[config.mk]
export PLATFORM = sky130hd
export DESIGN_NAME = icache_rr_arbiter
export DESIGN_NICKNAME = d
export VERILOG_FILES = /design/src/rtl/icache_ic_pkg.sv /design/src/rtl/rr_priority_pick.sv /design/src/rtl/icache_rr_arbiter.sv
export SDC_FILE = /design/constraint.sdc
export NUM_CORES = 1
export LEC_CHECK = 0
export ABC_AREA = 1
export ABC_CLOCK_PERIOD_IN_PS = 6950
export BUFFER_PORTS_ARGS = -buffer_cell sky130_fd_sc_hd__clkbuf_2
export CORE_MARGIN = 2
export CORE_UTILIZATION = 34
export DETAILED_ROUTE_END_ITERATION = 6
export PLACE_DENSITY_LB_ADDON = 0.08
export SLEW_MARGIN = 10
export SYNTH_ARGS = -nofsm -noshare
export SYNTH_HDL_FRONTEND = slang
export SYNTH_SLANG_ARGS = --single-unit
[constraint.sdc]
create_clock -name clk -period 6.95 [get_ports clk]
set_input_delay 0.3475 -clock clk [delete_from_list [all_inputs] [get_ports clk]]
set_output_delay 0.3475 -clock clk [all_outputs]
set_load 0.02 [all_outputs]
[src/rtl/icache_ic_pkg.sv]
// Shared types and sizes for the thread-processor to ICache interconnect.
package icache_ic_pkg;

    localparam int unsigned NUM_TP = 32;
    localparam int unsigned SEL_W  = 5;

    typedef enum logic [1:0] {
        IDLE,
        BUSY,
        RELEASE
    } arb_state_t;

    typedef logic [SEL_W-1:0] tp_sel_t;

endpackage : icache_ic_pkg

[src/rtl/rr_priority_pick.sv]
// Round-robin pick: first set request scanning last+1, last+2, ... with wrap.
// Purely combinational so it can be shared with the data-return demux arbiter.
module rr_priority_pick #(
    parameter int unsigned NUM_REQ = icache_ic_pkg::NUM_TP,
    parameter int unsigned SEL_W   = icache_ic_pkg::SEL_W
) (
    input  logic [NUM_REQ-1:0] req,
    input  logic [SEL_W-1:0]   last,
    output logic [SEL_W-1:0]   winner,
    output logic               found
);

    // Scan from the slot after the previous owner; the previous owner comes last.
    always_comb begin
        int unsigned idx;
        idx    = 0;
        winner = '0;
        found  = 1'b0;
        for (int unsigned k = 1; k <= NUM_REQ; k++) begin
            idx = (32'(last) + k) % NUM_REQ;
            if (!found && req[SEL_W'(idx)]) begin
                found  = 1'b1;
                winner = SEL_W'(idx);
            end
        end
    end

endmodule : rr_priority_pick

[src/rtl/icache_rr_arbiter.sv]
// Round-robin arbiter feeding the 32:1 ICache address mux.
// Holds select/enable until the ICache acks, then inserts one idle turnaround
// cycle so the wired-OR address bus never sees two drivers.
// Optional: define ARB_TIMEOUT_EN to abort a BUSY owner after TIMEOUT_CYCLES.
module icache_rr_arbiter #(
    parameter int unsigned NUM_REQ        = icache_ic_pkg::NUM_TP,
    parameter int unsigned SEL_W          = icache_ic_pkg::SEL_W,
    parameter int unsigned TIMEOUT_CYCLES = 255
) (
    input  logic               clk,
    input  logic               reset,
    input  logic [NUM_REQ-1:0] req,
    input  logic               cache_ready,
    input  logic               cache_ack,
    output logic [SEL_W-1:0]   selectLine,
    output logic               enable,
    output logic [NUM_REQ-1:0] grant,
    output logic               busy,
    output logic               timeout_err
);

    import icache_ic_pkg::*;

    localparam logic [SEL_W-1:0] LAST_RST = SEL_W'(NUM_REQ - 1);

    arb_state_t         state_q, state_d;
    logic [SEL_W-1:0]   last_q, last_d;
    logic [SEL_W-1:0]   sel_d;
    logic               en_d, busy_d;
    logic [NUM_REQ-1:0] grant_d;
    logic [SEL_W-1:0]   winner;
    logic               found;

`ifdef ARB_TIMEOUT_EN
    localparam int unsigned CNT_W = $clog2(TIMEOUT_CYCLES + 1);

    logic [CNT_W-1:0] cnt_q, cnt_d;
    logic             terr_d;
`endif

    rr_priority_pick #(
        .NUM_REQ (NUM_REQ),
        .SEL_W   (SEL_W)
    ) u_pick (
        .req    (req),
        .last   (last_q),
        .winner (winner),
        .found  (found)
    );

    // Next-state and next-output decode.
    always_comb begin
        state_d = state_q;
        sel_d   = selectLine;
        en_d    = enable;
        grant_d = grant;
        busy_d  = busy;
        last_d  = last_q;
`ifdef ARB_TIMEOUT_EN
        cnt_d   = cnt_q;
        terr_d  = 1'b0;
`endif
        unique case (state_q)
            IDLE: begin
                if (found && cache_ready) begin
                    state_d = BUSY;
                    sel_d   = winner;
                    en_d    = 1'b1;
                    grant_d = NUM_REQ'(1) << winner;
                    busy_d  = 1'b1;
`ifdef ARB_TIMEOUT_EN
                    cnt_d   = '0;
`endif
                end
            end
            BUSY: begin
                if (cache_ack) begin
                    state_d = RELEASE;
                    en_d    = 1'b0;
                    grant_d = '0;
                    last_d  = selectLine;
                end
`ifdef ARB_TIMEOUT_EN
                // Abort a hung owner; it also loses priority like a normal release.
                else if (cnt_q == CNT_W'(TIMEOUT_CYCLES - 1)) begin
                    state_d = RELEASE;
                    en_d    = 1'b0;
                    grant_d = '0;
                    last_d  = selectLine;
                    terr_d  = 1'b1;
                end else begin
                    cnt_d = cnt_q + CNT_W'(1);
                end
`endif
            end
            RELEASE: begin
                state_d = IDLE;
                busy_d  = 1'b0;
            end
            default: begin
                state_d = IDLE;
                en_d    = 1'b0;
                grant_d = '0;
                busy_d  = 1'b0;
            end
        endcase
    end

    // State, pointer and registered outputs.
    always_ff @(posedge clk or posedge reset) begin
        if (reset) begin
            state_q    <= IDLE;
            last_q     <= LAST_RST;
            selectLine <= '0;
            enable     <= 1'b0;
            grant      <= '0;
            busy       <= 1'b0;
        end else begin
            state_q    <= state_d;
            last_q     <= last_d;
            selectLine <= sel_d;
            enable     <= en_d;
            grant      <= grant_d;
            busy       <= busy_d;
        end
    end

`ifdef ARB_TIMEOUT_EN
    // BUSY cycle counter and one-cycle abort pulse.
    always_ff @(posedge clk or posedge reset) begin
        if (reset) begin
            cnt_q       <= '0;
            timeout_err <= 1'b0;
        end else begin
            cnt_q       <= cnt_d;
            timeout_err <= terr_d;
        end
    end
`else
    assign timeout_err = 1'b0;
`endif

endmodule : icache_rr_arbiter
After elaboration in Yosys (flattened, before gate mapping) --
Cells that the tools add are included.
Storage, ports and cells: bits in registers 46, bits in latches 0, RAM bits 0, ROM bits 0, input bits 36, output and inout port bits 40, logic and storage cells 284, memories 0
Operators by class: add/subtract/negate cells 32, multiply operators 0, divide/modulo/power cells 0, order comparisons 32, equal/unequal tests 4, shift operators 1, muxes and demuxes 138, bitwise logic cells 2, reductions and logical operators 69
Operator list (number):
- $lt 5x6->1 const B | 32
- $bmux 1 s5 | 32
- $mux 5 | 32
- $pmux 32 s3 | 1
- $add 5x5->5 const B | 16
- $mux 1 | 66
- $mux 32 | 2
- $add 5x4->5 const B | 8
- $logic_and 1x1->1 | 32
- $shl 1x5->32 const A | 1
- $logic_not 1->1 | 31
- $add 5x3->5 const B | 4
- $add 5x1->5 const B | 2
- $add 5x2->5 const B | 2
- $reduce_and 2->1 | 4
- $mux 2 | 2
- $ne 2x2->1 const B | 2
- $pmux 2 s2 | 1
- $pmux 1 s3 | 1
- $reduce_and 3->1 | 1
- $eq 2x1->1 const B | 1
- $eq 2x2->1 const B | 1
- $logic_not 2->1 | 1
- $not 1->1 | 2
- $pmux 1 s2 | 1

Depth between registers and ports, before layout --
word-level depth 100, mapped depth 57, mapped depth without buffers 52

Modules after synthesis --
A second synthesis with hierarchy kept.
Second synthesis, totals: cells, all modules 1053, area total of the unflattened synthesis 6276.0 µm²
By module, submodules not included:
- rr_priority_pick | instances 1, cells each 828, area an instance 4305.4 µm², sequential area each 0.0 µm²
- icache_rr_arbiter | instances 1, cells each 225, area an instance 1970.6 µm², sequential area each 1157.4 µm²

Worst setup path after synthesis --
OpenSTA, ideal clock, no wires.
kind reg-to-reg, start point register last_q[1], end point register grant[0], library setup time 0.118 ns, arrival 5.435 ns, required time 6.832 ns, slack 1.397 ns, stages on the path, launching flop included 46, path buffers 5, clock period less this slack 5.553 ns, cells stage by stage dfstp_2 > clkinv_1 > buf_2 > buf_1 > ha_1 > clkbuf_2 > inv_2 > buf_2 > nand3_1 > nand3_1 > nand3_1 > nand3_1 > nand2_2 > nor2_4 > nand4_2 > nor2_4 > nand2_2 > nor2_4 > [10 not listed] > nand2_2 > nor2_4 > nand3_2 > inv_2 > nand2_2 > nor2_4 > nand2_2 > nor2_4 > nand4_4 > nor2_4 > nand2_2 > o21ai_1 > nand3_1 > nand3_2 > inv_2 > buf_1 > nand3_1 > nand2_1
Between the ends: cells in the longest elaborated chain, start to end 100, elaborated cells on any way between the ends 228, those cells by class 32 x add/sub; 1 x eq/ne; 1 x shift; 130 x mux; 64 x reduce/logical
Ends and longest elaborated chain:
- start, declared | line icache_rr_arbiter.sv:27 | logic [SEL_W-1:0] last_q, last_d;
- start signal, assigned | line icache_rr_arbiter.sv:120 | last_q <= last_d;
- $add 5x1->5 | line rr_priority_pick.sv:20 | idx = (32'(last) + k) % NUM_REQ;
- $bmux 1 s5 | line rr_priority_pick.sv:21 | if (!found && req[SEL_W'(idx)]) begin
- $mux 1 (implied by the code) | line rr_priority_pick.sv:21
- $mux 1 | line rr_priority_pick.sv:21
- $logic_not 1->1 | line rr_priority_pick.sv:21
- $logic_and 1x1->1 | line rr_priority_pick.sv:21
- $mux 1 | line rr_priority_pick.sv:21
- $logic_not 1->1 | line rr_priority_pick.sv:21
- [84 not listed]
- $logic_and 1x1->1 | line rr_priority_pick.sv:21
- $mux 1 | line rr_priority_pick.sv:21
- $logic_not 1->1 | line rr_priority_pick.sv:21
- $logic_and 1x1->1 | line rr_priority_pick.sv:21
- $mux 5 / $mux 1 (equally long branches) | line rr_priority_pick.sv:21
- $shl 1x5->32 / $logic_and 1x1->1 (equally long branches) | line icache_rr_arbiter.sv:69, icache_rr_arbiter.sv:65
- $mux 32 / $ne 2x2->1 (equally long branches)
- $pmux 32 s3 / $reduce_and 3->1 (equally long branches)
- end signal, assigned | line icache_rr_arbiter.sv:123 | grant <= grant_d;
- end, declared | line icache_rr_arbiter.sv:17 | output logic [NUM_REQ-1:0] grant,
Several ways; a longest one is shown, not always the timed one. The select of a mux whose other input is x is not followed. A chain may end at the register's enable or synchronous reset.

Final worst setup path --
start point register last_q[2], end point register grant[23]
The elaborated chain is that of the path after synthesis.

==> results.md <==
- 0.157 — share of final-layout standard cells stronger than drive strength 1
- 0.29 ns — later-pin clock latency in the skew report
- false — unrepaired setup endpoints after global routing
- 139 um — horizontal die dimension
- 1.04 ns — slew at the pin closest to its max-slew limit
- 0 — Hold Fails Final Rpt
- 7000 um^2 — area of all placed cells without fillers
- 2 — Max Buffers Root-to-Sink
- sky130_fd_sc_hd__nand2_1, sky130_fd_sc_hd__nand3_1, sky130_fd_sc_hd__dfrtp_1 — top area cells in the synthesized netlist
- 0 — number of antenna violations at the first check in global routing
- 0.0348 — XOR/XNOR Fraction of Synth Area
- 0 ns — final sum of negative setup slack
- 0 — yosys warns
- 7396 — total number of vias
- 0 — final count of negative-setup-slack endpoints
- simple AND/OR/NAND/NOR gates — Top Family by Delay on Critical Path
- 0 — number of max-slew violations in the final report
- 0 — multiplexer share of the synthesized area
- 0.67 ns — largest stage delay on the critical path
- 49 — number of rows created at floorplan
- complete, no violations — outcome
- 1.06 — gp weighted congestion
- 1135 — Mapped Nets
- 0.547 — simple-gate share of the synthesized area
- register — Setup crit start kind
- 13.0% — area added between synthesis and finish
- built — clock tree from TritonCTS
- 0 — number of remaining DRC errors
- 0 — maximum capacitance violations
- 0.214 — area share of the largest cell type after synthesis
- 47 — maximum number of pins on one net before global-route repair
- 0.300 — Relative slew margins
- 1160 um^2 — register cell area after layout
- 6810 um^2 — post-place instance area
- 74 — count of buffers inserted at the top-level ports
- 1.00 — post-synthesis async set-or-reset flop share
- 0.605 ns — post-route setup slack
- sky130_fd_sc_hd__nand2_1 — most area-hungry cell type in the Yosys netlist
- 0.262 — overall global routing resource usage
- 6942 — via count of the first global-routing pass
- 19300 um^2 — area of the die
- 6.34 ns — min Tclk post-route
- sky130_fd_sc_hd__nor2_4 — cell type with the highest occurrence count on the critical path
- 46 — flip-flop and latch count after synthesis
- 0 — Final ANT Viol Nets
- 6190 um^2 — post-synthesis instance area
- 0.346 — initial cell density of the core
- 25600 um — Routed WL
- 0.07 ns — Clk pin slew, worst setup/hold paths
- 158 MHz — top achievable clock speed
- 7.13 ns — Req. time, crit path
- 0.187 — proportion of synthesized chip area in sequential cells
- 0 — # diodes
- 33 — largest fanout on the critical path
- simple AND/OR/NAND/NOR gates — largest family of logic cells by synthesized area
- 0.00652 ns — worst clock skew
- 2 — H-tree depth reported by CTS
- 46 — sinks on the clock net
- 18.5 um — post-detailed-route wirelength per cell
- sky130_fd_sc_hd__dfrtp_1 — Post-synth top flop
- 5 — length of the first detailed-routing pass in iterations
- sky130_fd_sc_hd__clkbuf_16 — CTS root buf
- 0.457 ns — pre-CTS WS
- 5.34 — Vias per Instance
- 17900 um^2 — area of the core
- 0.246 ns — Min Hold Slack
- 5 — total CTS buffers
- register — endpoint class of the critical path
- 20800 um — HPWL after detailed placement
- 6.53 ns — arrival time at the worst endpoint
- 1086 — Synth Instances
- 1203 — Final Net Count
- 7 — Buffers & Inverters on Critical Path
- 0 — count of flip-flops with a built-in enable after synthesis
- 48 — Cell variety after synth
- 0.0889 — compound-gate portion of the synthesized area
- sky130_fd_sc_hd__dfstp_2 — master of the slowest instance on the critical path
- reg2reg — worst setup path category
- in2async — Hold/Removal Path Class
- 790 — violation count after the first detailed-routing iteration
- 4340 um^2 — combined area of the multi-input logic cells
- 0.0263 — Post-Synth Adder-Cell Area
- 76 — top-level I/O count
- 0.913 — Final Cycle Share
- 2011 — number of filler instances in the final layout
- 39600 um — wire length of the first global-routing pass
- 0 — grt ovf
- 5.70 um^2 — Mean Syn Cell Area
- 139 um — vertical extent of the die
## repair_timing
item,CTS,global route
setup endpoints to repair,0,34
setup buffers,0,1
hold buffers,0,0
resized for setup,0,4
## cell usage after synthesis, types with 2 or more instances
cell,instances
sky130_fd_sc_hd__nand2_1,353
sky130_fd_sc_hd__nand3_1,226
sky130_fd_sc_hd__inv_1,104
sky130_fd_sc_hd__nor2_1,82
sky130_fd_sc_hd__o21ai_0,49
sky130_fd_sc_hd__dfrtp_1,41
sky130_fd_sc_hd__nand4_1,31
sky130_fd_sc_hd__buf_2,21
sky130_fd_sc_hd__nand2_2,17
sky130_fd_sc_hd__a21oi_1,15
sky130_fd_sc_hd__inv_2,14
sky130_fd_sc_hd__ha_1,13
sky130_fd_sc_hd__xor2_1,12
sky130_fd_sc_hd__nor2_4,9
sky130_fd_sc_hd__o22ai_1,8
sky130_fd_sc_hd__buf_4,6
sky130_fd_sc_hd__clkbuf_1,6
sky130_fd_sc_hd__nor2_2,6
sky130_fd_sc_hd__nor3_1,6
sky130_fd_sc_hd__o21ai_1,6
sky130_fd_sc_hd__a31oi_1,5
sky130_fd_sc_hd__buf_6,5
sky130_fd_sc_hd__clkinv_1,5
sky130_fd_sc_hd__dfstp_2,5
sky130_fd_sc_hd__xor2_2,4
sky130_fd_sc_hd__buf_1,3
sky130_fd_sc_hd__nand2_4,3
sky130_fd_sc_hd__nand3_2,3
sky130_fd_sc_hd__o21a_1,3
sky130_fd_sc_hd__a21boi_0,2
sky130_fd_sc_hd__nand4_2,2
sky130_fd_sc_hd__nor4_1,2
sky130_fd_sc_hd__o211ai_1,2
sky130_fd_sc_hd__o32a_1,2
sky130_fd_sc_hd__xnor2_1,2
## logic make-up (layout without fill, tap and decap cells)
family                   Yosys count  count (layout)
flip-flops                        46              46
other                              1               1
XOR/XNOR                          19              19
adder cells (fa/ha/maj)           13              13
buffers and inverters            166             234
AO/OA/AOI/OAI                     97              97
AND/OR/NAND/NOR                  744             745
## worst register-to-register path: cells and delay by family, from the launching register on
family	cells	cell delay, ns
AND/OR/NAND/NOR	30	3.42
buffers and inverters	7	1.32
adder cells (fa/ha/maj)	1	0.48
flip-flops	1	0.67
AO/OA/AOI/OAI	2	0.35
## cell type report
cell class / count / area share
clock inverters: 1 / 0.00125
multi-input cells: 875 / 0.620
flip-flops and latches: 46 / 0.166
well taps: 229 / 0.0409
repair buffers: 102 / 0.0847
inverters: 124 / 0.0670
clock buffers: 7 / 0.0204
## per-stage QoR
stage | cells | utilization
after detailed placement | 1374 | 0.380
after global routing | 1384 | 0.391
after floorplan | 1086 | -
after global placement | 1374 | 0.380
after CTS | 1382 | 0.389
final | 1384 | 0.391
## path summary, 6_finish.rpt
path                            startpoint         end  slack, ns  cells past startpoint
worst max register to register   last_q[2]   grant[23]       0.61                     40
worst max-delay path             last_q[2]   grant[23]       0.61                     40
max in group asynchronous            reset   grant[19]       6.09                      2
worst min register to register      enable      enable       0.48                      2
worst min-delay path                 reset  state_q[1]       0.25                      2
min in group clk                 cache_ack  state_q[0]       0.25                      2
## state kept, by name, summed over array words and instances (netlist names)
signal and count:
busy 1, state_q 2, selectLine 5, grant 32
last_q 5, enable 1
## placed cells by master, fill, tap and decap left out, types with 3 or more instances in the layout
cell / synthesis / layout
sky130_fd_sc_hd__a21oi_1: 15 / 15
sky130_fd_sc_hd__a31oi_1: 5 / 5
sky130_fd_sc_hd__buf_4: 6 / 27
sky130_fd_sc_hd__clkbuf_16: 0 / 5
sky130_fd_sc_hd__clkbuf_2: 1 / 74
sky130_fd_sc_hd__clkinv_1: 5 / 5
sky130_fd_sc_hd__dfrtp_1: 41 / 41
sky130_fd_sc_hd__dfstp_2: 5 / 4
sky130_fd_sc_hd__ha_1: 13 / 13
sky130_fd_sc_hd__inv_1: 104 / 103
sky130_fd_sc_hd__inv_2: 14 / 14
sky130_fd_sc_hd__nand2_1: 353 / 353
sky130_fd_sc_hd__nand2_2: 17 / 17
sky130_fd_sc_hd__nand2_4: 3 / 3
sky130_fd_sc_hd__nand3_1: 226 / 226
sky130_fd_sc_hd__nand3_2: 3 / 3
sky130_fd_sc_hd__nand4_1: 31 / 31
sky130_fd_sc_hd__nor2_1: 82 / 82
sky130_fd_sc_hd__nor2_2: 6 / 6
sky130_fd_sc_hd__nor2_4: 9 / 10
sky130_fd_sc_hd__nor3_1: 6 / 6
sky130_fd_sc_hd__o21a_1: 3 / 3
sky130_fd_sc_hd__o21ai_0: 49 / 49
sky130_fd_sc_hd__o21ai_1: 6 / 5
sky130_fd_sc_hd__o22ai_1: 8 / 8
sky130_fd_sc_hd__xor2_1: 12 / 12
sky130_fd_sc_hd__xor2_2: 4 / 4
## metal layers
layer	wire length [um]	track usage
met5	0	0
met2	11400	0.413
met4	789	0.0803
met1	11900	0.380
met3	1530	0.0245
Power is left out: the tool's default activity adds up to more than one toggle a clock period on the data nets, which glitch-free logic cannot reach.
